File: src/rtl/vga_pkg.sv
// vga_pkg: shared VGA drawing constants and the frame-sync FSM state type.
// Rev 1.0
`default_nettype none

package vga_pkg;

  // Rectangle footprint, used to keep the drawn rectangle fully on screen.
  localparam int WIDTH  = 47;
  localparam int LENGHT = 63;

  typedef enum logic [1:0] {
    ST_ACTIVE = 2'd0,
    ST_COMMIT = 2'd1,
    ST_BLANK  = 2'd2
  } pos_state_t;

endpackage

`default_nettype wire

File: src/rtl/vga_if.sv
// vga_if: VGA timing bus; the position sync only consumes vblnk.
// Rev 1.0
`default_nettype none

interface vga_if;
  logic vblnk;

  modport in  (input  vblnk);
  modport out (output vblnk);
endinterface

`default_nettype wire

File: src/rtl/pos_step.sv
// pos_step: moves one coordinate toward its target by at most MAX_STEP pixels.
// Rev 1.0
`default_nettype none

module pos_step #(
  parameter int MAX_STEP = 16
) (
  input  logic [11:0] current,
  input  logic [11:0] target,
  output logic [11:0] next
);

  localparam logic signed [12:0] c_STEP     = 13'(MAX_STEP);
  localparam logic        [11:0] c_STEP_U12 = 12'(MAX_STEP);

  logic signed [12:0] w_diff;

  assign w_diff = $signed({1'b0, target}) - $signed({1'b0, current});

  // Stepping toward the target never overshoots it, so 12-bit results cannot wrap.
  always_comb begin
    next = target;
    if (w_diff > c_STEP) begin
      next = current + c_STEP_U12;
    end else if (w_diff < -c_STEP) begin
      next = current - c_STEP_U12;
    end
  end

endmodule

`default_nettype wire

File: src/rtl/mouse_pos_sync.sv
// mouse_pos_sync: latches mouse samples and commits rate-limited positions once per vblank.
// Optional macro POS_CLAMP_EN clamps captured targets to keep the rectangle on screen. Rev 1.0
`default_nettype none

module mouse_pos_sync
  import vga_pkg::*;
#(
  parameter int H_ACTIVE = 1024,
  parameter int V_ACTIVE = 768,
  parameter int MAX_STEP = 16
) (
  input  logic        clk,
  input  logic        rst,
  vga_if.in           vga_in,
  input  logic [11:0] mouse_xpos,
  input  logic [11:0] mouse_ypos,
  input  logic        mouse_valid,
  output logic [11:0] xpos,
  output logic [11:0] ypos,
  output logic        frame_upd
);

`ifdef POS_CLAMP_EN
  localparam bit c_CLAMP_EN = 1'b1;
`else
  localparam bit c_CLAMP_EN = 1'b0;
`endif

  localparam logic [11:0] c_X_MAX = 12'(H_ACTIVE - 1 - WIDTH);
  localparam logic [11:0] c_Y_MAX = 12'(V_ACTIVE - 1 - LENGHT);

  pos_state_t  r_state, w_state_nxt;
  logic [11:0] r_tgt_x, r_tgt_y;
  logic [11:0] r_xpos, r_ypos;
  logic        r_frame_upd;
  logic        r_vblnk_d;
  logic        r_armed;
  logic [11:0] w_cap_x, w_cap_y;
  logic [11:0] w_next_x, w_next_y;
  logic        w_commit_pt;

  assign w_cap_x = (c_CLAMP_EN && (mouse_xpos > c_X_MAX)) ? c_X_MAX : mouse_xpos;
  assign w_cap_y = (c_CLAMP_EN && (mouse_ypos > c_Y_MAX)) ? c_Y_MAX : mouse_ypos;

  // r_armed blocks a false commit when reset releases while vblnk is already high.
  assign w_commit_pt = vga_in.vblnk & ~r_vblnk_d & r_armed;

  pos_step #(.MAX_STEP(MAX_STEP)) u_step_x (
    .current (r_xpos),
    .target  (r_tgt_x),
    .next    (w_next_x)
  );

  pos_step #(.MAX_STEP(MAX_STEP)) u_step_y (
    .current (r_ypos),
    .target  (r_tgt_y),
    .next    (w_next_y)
  );

  always_comb begin
    w_state_nxt = r_state;
    case (r_state)
      ST_ACTIVE: if (w_commit_pt) w_state_nxt = ST_COMMIT;
      ST_COMMIT: w_state_nxt = ST_BLANK;
      ST_BLANK:  if (!vga_in.vblnk) w_state_nxt = ST_ACTIVE;
      default:   w_state_nxt = ST_ACTIVE;
    endcase
  end

  always_ff @(posedge clk or negedge rst) begin
    if (!rst) begin
      r_state     <= ST_ACTIVE;
      r_vblnk_d   <= 1'b0;
      r_armed     <= 1'b0;
      r_tgt_x     <= '0;
      r_tgt_y     <= '0;
      r_xpos      <= '0;
      r_ypos      <= '0;
      r_frame_upd <= 1'b0;
    end else begin
      r_state   <= w_state_nxt;
      r_vblnk_d <= vga_in.vblnk;
      r_armed   <= r_armed | ~vga_in.vblnk;
      // Step math reads the old target, so a sample landing in COMMIT waits a frame.
      if (mouse_valid) begin
        r_tgt_x <= w_cap_x;
        r_tgt_y <= w_cap_y;
      end
      if (r_state == ST_COMMIT) begin
        r_xpos      <= w_next_x;
        r_ypos      <= w_next_y;
        r_frame_upd <= (w_next_x != r_xpos) || (w_next_y != r_ypos);
      end else begin
        r_frame_upd <= 1'b0;
      end
    end
  end

  assign xpos      = r_xpos;
  assign ypos      = r_ypos;
  assign frame_upd = r_frame_upd;

endmodule

`default_nettype wire

File: src/flat_wrapper.sv
// flat-port wrapper written by rule: the top's interface ports become plain ports
module mouse_pos_sync_flat import vga_pkg::*;
#(
  parameter int H_ACTIVE = 1024,
  parameter int V_ACTIVE = 768,
  parameter int MAX_STEP = 16
)
  (clk, rst, mouse_xpos, mouse_ypos, mouse_valid, xpos, ypos, frame_upd, vga_in_vblnk);
  vga_if vga_in_i ();
  input  logic clk;
  input  logic rst;
  input  logic [11:0] mouse_xpos;
  input  logic [11:0] mouse_ypos;
  input  logic mouse_valid;
  output logic [11:0] xpos;
  output logic [11:0] ypos;
  output logic frame_upd;
  input wire logic [$bits(vga_in_i.vblnk)-1:0] vga_in_vblnk;
  assign vga_in_i.vblnk = vga_in_vblnk;
  mouse_pos_sync #(.H_ACTIVE(H_ACTIVE), .V_ACTIVE(V_ACTIVE), .MAX_STEP(MAX_STEP)) u_core (.clk(clk), .rst(rst), .vga_in(vga_in_i), .mouse_xpos(mouse_xpos), .mouse_ypos(mouse_ypos), .mouse_valid(mouse_valid), .xpos(xpos), .ypos(ypos), .frame_upd(frame_upd));
endmodule
File: config.mk
export PLATFORM = sky130hd
export DESIGN_NAME = mouse_pos_sync_flat
export DESIGN_NICKNAME = d
export VERILOG_FILES = /design/src/rtl/vga_pkg.sv /design/src/rtl/vga_if.sv /design/src/rtl/pos_step.sv /design/src/rtl/mouse_pos_sync.sv /design/src/flat_wrapper.sv
export SDC_FILE = /design/constraint.sdc
export NUM_CORES = 1
export LEC_CHECK = 0
export CAP_MARGIN = 20
export CELL_PAD_IN_SITES_DETAIL_PLACEMENT = 0
export CELL_PAD_IN_SITES_GLOBAL_PLACEMENT = 2
export CORE_AREA = 2 2 147 149
export CTS_CLUSTER_SIZE = 14
export DETAILED_ROUTE_END_ITERATION = 6
export DIE_AREA = 0 0 149 151
export PLACE_DENSITY = 0.53
export SETUP_SLACK_MARGIN = 0.15
export SYNTH_ARGS = -nofsm -noshare
export SYNTH_HDL_FRONTEND = slang
export SYNTH_SLANG_ARGS = --single-unit
File: constraint.sdc
create_clock -name clk -period 10 [get_ports clk]
set_input_delay 2.5 -clock clk [delete_from_list [all_inputs] [get_ports clk]]
set_output_delay 2.5 -clock clk [all_outputs]
set_load 0.01 [all_outputs]
### Word level (Yosys, flattened, before mapping)

Index checks and enable logic that the tools add are counted.

| cells by class | value |
|---|---|
| $add $sub $neg | 6 |
| magnitude comparators | 4 |
| eq/ne operators | 6 |
| mux-type cells | 8 |
| bitwise logic cells | 5 |
| reductions and logical operators | 3 |

Operators with widths:

| operator | number |
|---|---|
| two-way mux 12 bit | 4 |
| greater-than comparator 13 x 6 -> 1 bit (second input constant) | 2 |
| less-than comparator 13 x 5 -> 1 bit (second input constant) | 2 |
| subtractor 12 x 12 -> 13 bit | 2 |
| adder 12 x 5 -> 12 bit (second input constant) | 2 |
| != test 12 bit | 2 |
| subtractor 12 x 5 -> 12 bit (second input constant) | 2 |
| case mux 2 bit (3 select lines) | 1 |
| two-way mux 2 bit | 2 |
| bitwise AND 1 bit | 2 |
| == test 2 x 1 -> 1 bit (second input constant) | 1 |
| == test 2 bit (second input constant) | 1 |
| zero test 2 bit | 1 |
| != test 2 x 1 -> 1 bit (second input constant) | 1 |
| != test 2 bit (second input constant) | 1 |
| NOT 1 bit | 2 |
| AND reduction 2 bit | 1 |
| logical OR 1 bit | 1 |
| two-way mux 1 bit | 1 |
| bitwise OR 1 bit | 1 |

| word-level totals | value |
|---|---|
| register bits | 53 |
| output and inout bits | 25 |
| logic and storage cells | 40 |

### Logic depth before layout (Yosys ltp)

| depth | value |
|---|---|
| depth after elaboration | 7 |
| gate-level depth with buffers | 16 |

### Hierarchy

A second synthesis with hierarchy kept.

| second synthesis, totals | value |
|---|---|
| cells, all modules | 475 |
| area, all modules | 4,727.0 µm² |

Modules (own cells, without submodules):

| module | instances | cells an instance | area an instance (µm²) |
|---|---|---|---|
| pos_step | 2 | 165 | 1,244.9 |
| mouse_pos_sync | 1 | 145 | 2,237.1 |

### Worst setup path before layout

No wires, ideal clock.

| path | value |
|---|---|
| path kind | register -> register |
| start | reg u_core.r_xpos[0], in the netlist u_core.xpos[0] |
| end | reg u_core.r_frame_upd, in the netlist u_core.frame_upd |
| setup time | 137 ps |
| data arrival time | 3,599 ps |
| data required time | 9,863 ps |
| slack | 6,265 ps |
| cell stages (with the launch flop) | 14 |
| clock period less this slack | 3,735 ps |
| path through | dfrtp_1 -> ha_1 -> fa_1 -> nand2b_1 -> a211oi_1 -> o21ai_0 -> a311oi_1 -> nor2_2 -> a22oi_2 -> mux2i_1 -> nand4b_1 -> a2111oi_2 -> o2111a_1 -> a31oi_1 |

| on the way | value |
|---|---|
| longest elaborated chain between the ends | 7 |
| elaborated cells between the ends (all ways) | 10 |

Ends and longest elaborated chain:

| what | line | RTL |
|---|---|---|
| from (decl) | mouse_pos_sync.sv:34 | `logic [11:0] r_xpos, r_ypos;` |
| from (signal assigned) | mouse_pos_sync.sv:90 | `r_xpos <= w_next_x;` |
| subtractor 12 x 12 -> 13 bit | pos_step.sv:18 | `assign w_diff = $signed({1'b0, target}) - $signed({1'b0, current});` |
| less-than comparator 13 x 5 -> 1 bit | pos_step.sv:25 | `end else if (w_diff < -c_STEP) begin` |
| two-way mux 12 bit | pos_step.sv:25 |  |
| two-way mux 12 bit | pos_step.sv:23 | `if (w_diff > c_STEP) begin` |
| != test 12 bit * | mouse_pos_sync.sv:92 | `r_frame_upd <= (w_next_x != r_xpos) \|\| (w_next_y != r_ypos);` |
| logical OR 1 bit * | mouse_pos_sync.sv:92 |  |
| two-way mux 1 bit * | mouse_pos_sync.sv:89 | `if (r_state == ST_COMMIT) begin` |
| to (signal assigned) | mouse_pos_sync.sv:92 |  |
| to (decl) | mouse_pos_sync.sv:35 | `logic r_frame_upd;` |

Every way passes the cells marked *; elsewhere a longest branch is shown, timed or not.
A chain may end at the register's enable or synchronous reset.

### Worst setup path after layout

| path | value |
|---|---|
| start | reg u_core.r_tgt_x[0] |
| end | reg u_core.r_frame_upd, in the netlist u_core.frame_upd |

| on the way | value |
|---|---|
| longest elaborated chain between the ends | 7 |
| elaborated cells between the ends (all ways) | 8 |

Ends and longest elaborated chain:

| what | line | RTL |
|---|---|---|
| from (decl) | mouse_pos_sync.sv:33 | `logic [11:0] r_tgt_x, r_tgt_y;` |
| from (signal assigned) | mouse_pos_sync.sv:86 | `r_tgt_x <= w_cap_x;` |
| subtractor 12 x 12 -> 13 bit | pos_step.sv:18 |  |
| less-than comparator 13 x 5 -> 1 bit | pos_step.sv:25 |  |
| two-way mux 12 bit | pos_step.sv:25 |  |
| two-way mux 12 bit * | pos_step.sv:23 |  |
| != test 12 bit * | mouse_pos_sync.sv:92 |  |
| logical OR 1 bit * | mouse_pos_sync.sv:92 |  |
| two-way mux 1 bit * | mouse_pos_sync.sv:89 |  |

Marked as above.

==> reports/qor.txt <==
Clock Latency Late Sink -> 0.31 ns
Drt total wl -> 16.2 mm
Mapped Cells -> 559
Final net count -> 660
Sw frac -> 0.501
CP arrival -> 4.61 ns
Hold slack -> 0.464 ns
Post-Synth XOR/XNOR Area -> 0.0404
Drt pass-1 iters -> 4
Pin count of the biggest net entering global routing -> 54
Clk slew on worst S/H paths -> 0.08 ns
Fin Clk Skew -> 0.00879 ns
P_sw -> 0.000832 W
DP Worst Slack -> 5.55 ns
Cts bufs inserted -> 5
Synth unique cells -> 76
Mapped Nets -> 617
Final setup fails -> 0
Post-Synth Simple-Gate Area -> 0.196
WHS Path Cells -> 1
Tmin final -> 4.42 ns
I/O pin total -> 53
Worst Setup EP -> u_core.frame_upd
Period utilisation layout -> 0.442
Reg2reg start -> u_core.r_tgt_x[0]
Flop pwr share -> 0.210
FF/Latch Area -> 1330 µm²
Core box area -> 20800 µm²
Multi-input logic area -> 3210 µm²
Syn_area_per_cell -> 8.52 µm²
Reg2Reg Depth -> 14
Worst Setup SP -> u_core.r_tgt_x[0]
Vias -> 4416
Initial core utilization -> 0.229
Number of synthesized flops with an enable pin -> 0
Clock Power Share -> 0.119
Total die area -> 22500 µm²
#FFs+latches synth -> 53
Die Height -> 151 µm
Number of global-route vias before repair -> 4401
Row count -> 53
Async set-reset flop share out of synthesis -> 1.00
CTS root buf -> clkbuf_16
Worst Path Required -> 10.19 ns
Slew Limit Fails -> 0
Final ANT Viol Nets -> 0
Post-synth top flop -> dfrtp_1
Post-route core utilization -> 0.275
Worst Hold Class -> flip-flop to flip-flop
Static leakage -> 2.20 nW
Non-filler cells in the finished layout -> 878
Mux contribution to synthesized area -> 0.0604
Internal -> 0.000827 W
Slew HR -> 0.488
Placed insts -> 870
CP startpoint kind -> flip-flop
Antenna violations before repair -> 0
Adder-Cell Fraction of Synth Area -> 0.0819
GRT Util Overall -> 0.146
Post-DP HPWL -> 12.7 mm
Gate power share -> 0.670
Setup CP Type -> flip-flop to flip-flop
Grt total ovfl -> 0
Antenna cells -> 0
Setup TNS -> 0 ns
CTS hold repair buffers -> 0
Main combinational cell family by area after synthesis -> compound AO/OA/AOI/OAI gates
Pwr/cell area -> 290 nW/µm²
Fillers -> 2240
CP cell instances -> inv_1, ha_1, fa_1, nand2b_1, a211oi_1, o21ai_0, a311oi_1, nor2_2, a22oi_2, mux2i_1, nand4b_1, a2111oi_2, o2111a_1, a31oi_1
FF-to-FF End -> u_core.frame_upd
Die Width -> 149 µm
Synth Warn # -> 0
Setup ws final -> 5.58 ns
Global-route wire length before repair -> 25.3 mm
Post-synthesis sequential area ratio -> 0.278
H-tree depth reported by CTS -> 2
RSZ-0062 raised after global routing -> no
CP max FO -> 8
Peak VDD IR -> 0.0000816 V
Status -> finished clean
Hold Vio Cnt, Final -> 0
Placer's final routability congestion estimate -> 0.792
Synth Area in Compound Gates -> 0.294
Port-buffer cells -> 52
Layout cell share with drive strength beyond 1 -> 0.0829
Layout area overhead -> 20.0%
Post-CTS Setup Bufs -> 0
DR vias/cell -> 5.03
Max Cap Violations -> 0
Mapped Area -> 4760 µm²
Clk buf depth -> 2
Clock sink total -> 53
Slowest cell on crit path -> a211oi_1
Setup crit end kind -> flip-flop
Fmax -> 0.226 GHz
CP max stage delay -> 0.56 ns
Post-cts sizing count -> 0
Reg2Reg Setup Slack -> 5.58 ns
DRC -> 0
Worst-Margin Slew -> 0.747 ns
Routed wire length per instance -> 18.4 µm
CTS tree -> built
Starting DRC count in detailed routing -> 170
-- per-layer routing --
metal  wire [µm]  share of wire  vias up  GRT usage
met1        7740           0.48     2141      0.196
li1            -              -     2190          -
met3         499          0.031       11     0.0196
met5           0              0        -          0
met2        7760           0.48       74      0.250
met4         195          0.012        0     0.0352
-- sequential cells by signal (all words and copies together) (netlist names) --
name              flops
u_core.ypos          12
u_core.xpos          12
u_core.r_tgt_y       12
u_core.r_armed        1
u_core.r_vblnk_d      1
u_core.r_tgt_x       12
u_core.r_state        2
u_core.frame_upd      1
-- through the flow --
stage / instance area (µm²) / total power (W)
after floorplan: 4760 / 0.00113
after CTS: 5720 / 0.00168
after global routing: 5720 / 0.00180
after detailed placement: 5560 / 0.00147
final: 5720 / 0.00166
after global placement: 5560 / 0.00149
-- cells in the mapped netlist (all sizes together), types with 4 or more instances --
library cell	count	area, µm²
a2111oi	6	83.8
a211oi	10	85.1
a21boi	4	30.0
a21o	10	75.1
a21oi	28	144
a22oi	8	65.1
a311oi	4	35.0
a31oi	4	25.0
and2	9	58.8
buf	5	36.3
clkbuf	15	56.3
dfrtp	53	1330
ha	28	350
inv	36	135
mux2	18	203
mux2i	5	62.6
nand2	48	180
nand2b	10	62.6
nand3	15	75.1
nand4	4	25.0
nor2	36	138
nor2b	10	62.6
nor3	11	55.1
nor4	6	37.5
o2111ai	4	35.0
o211ai	11	96.3
o21a	9	67.6
o21ai	48	240
o221ai	5	43.8
o22a	4	35.0
o22ai	6	37.5
or2	6	37.5
or3	6	42.5
xnor2	14	123
xor2	8	70.1
-- cell usage in the layout (no fill, tap or decap), types with 5 or more instances in the layout --
master	netlist	layout
o221ai_1	5	5
a21o_1	10	10
o211ai_1	10	10
o21a_1	9	9
o22ai_1	6	6
nor2b_1	10	10
o21ai_0	46	46
xnor2_1	14	14
mux2_2	18	18
nor4_1	6	6
inv_1	36	36
a211oi_1	8	8
ha_1	28	28
a22oi_1	7	7
xor2_1	8	8
and2_1	8	8
nand3_1	15	15
or3_1	5	5
a21oi_1	27	27
dfrtp_1	53	53
nand2b_1	10	10
clkbuf_16	0	5
nor3_1	11	11
nor2_1	35	35
clkdlybuf4s50_1	0	51
nand2_1	48	48
-- cell type report --
class | count | area share
Clock buffer | 6 | 0.0243
Clock inverter | 2 | 0.00306
Inverter | 37 | 0.0243
Multi-Input combinational cell | 449 | 0.561
Sequential cell | 53 | 0.232
Tap cell | 275 | 0.0602
Timing Repair Buffer | 56 | 0.0954
-- how the worst min path moves through the flow --
stage                        start              to  slack [ns]
finish              u_core.r_armed  u_core.r_armed        0.46
global route        u_core.r_armed  u_core.r_armed        0.50
CTS                 u_core.r_armed  u_core.r_armed        0.47
detailed placement  u_core.r_armed  u_core.r_armed        0.45
global placement    u_core.r_armed  u_core.r_armed        0.45
floorplan           u_core.r_armed  u_core.r_armed        0.43
-- logic make-up after synthesis --
kind of cell             after synthesis
AO/OA/AOI/OAI                        193
AND/OR/NAND/NOR                      180
buffers and inverters                 57
flip-flops                            53
adder cells (fa/ha/maj)               30
multiplexers                          24
XOR/XNOR                              22
-- critical path, delay by kind of cell (launching register included) --
family | cells | cell delay [ns]
AO/OA/AOI/OAI | 7 | 2.40
adder cells (fa/ha/maj) | 2 | 0.61
buffers and inverters | 1 | 0.09
flip-flops | 1 | 0.38
multiplexers | 1 | 0.32
AND/OR/NAND/NOR | 3 | 0.51
-- power groups by stage --
stage | clock network (W) | logic [W] | registers [W]
finish | 0.000198 | 0.00111 | 0.000349
global route | 0.000213 | 0.00123 | 0.000361
CTS | 0.000206 | 0.00112 | 0.000350
detailed placement | 0 | 0.00112 | 0.000354
global placement | 0 | 0.00113 | 0.000354
floorplan | 0 | 0.000801 | 0.000333
Power figures use the tool's default switching activity.
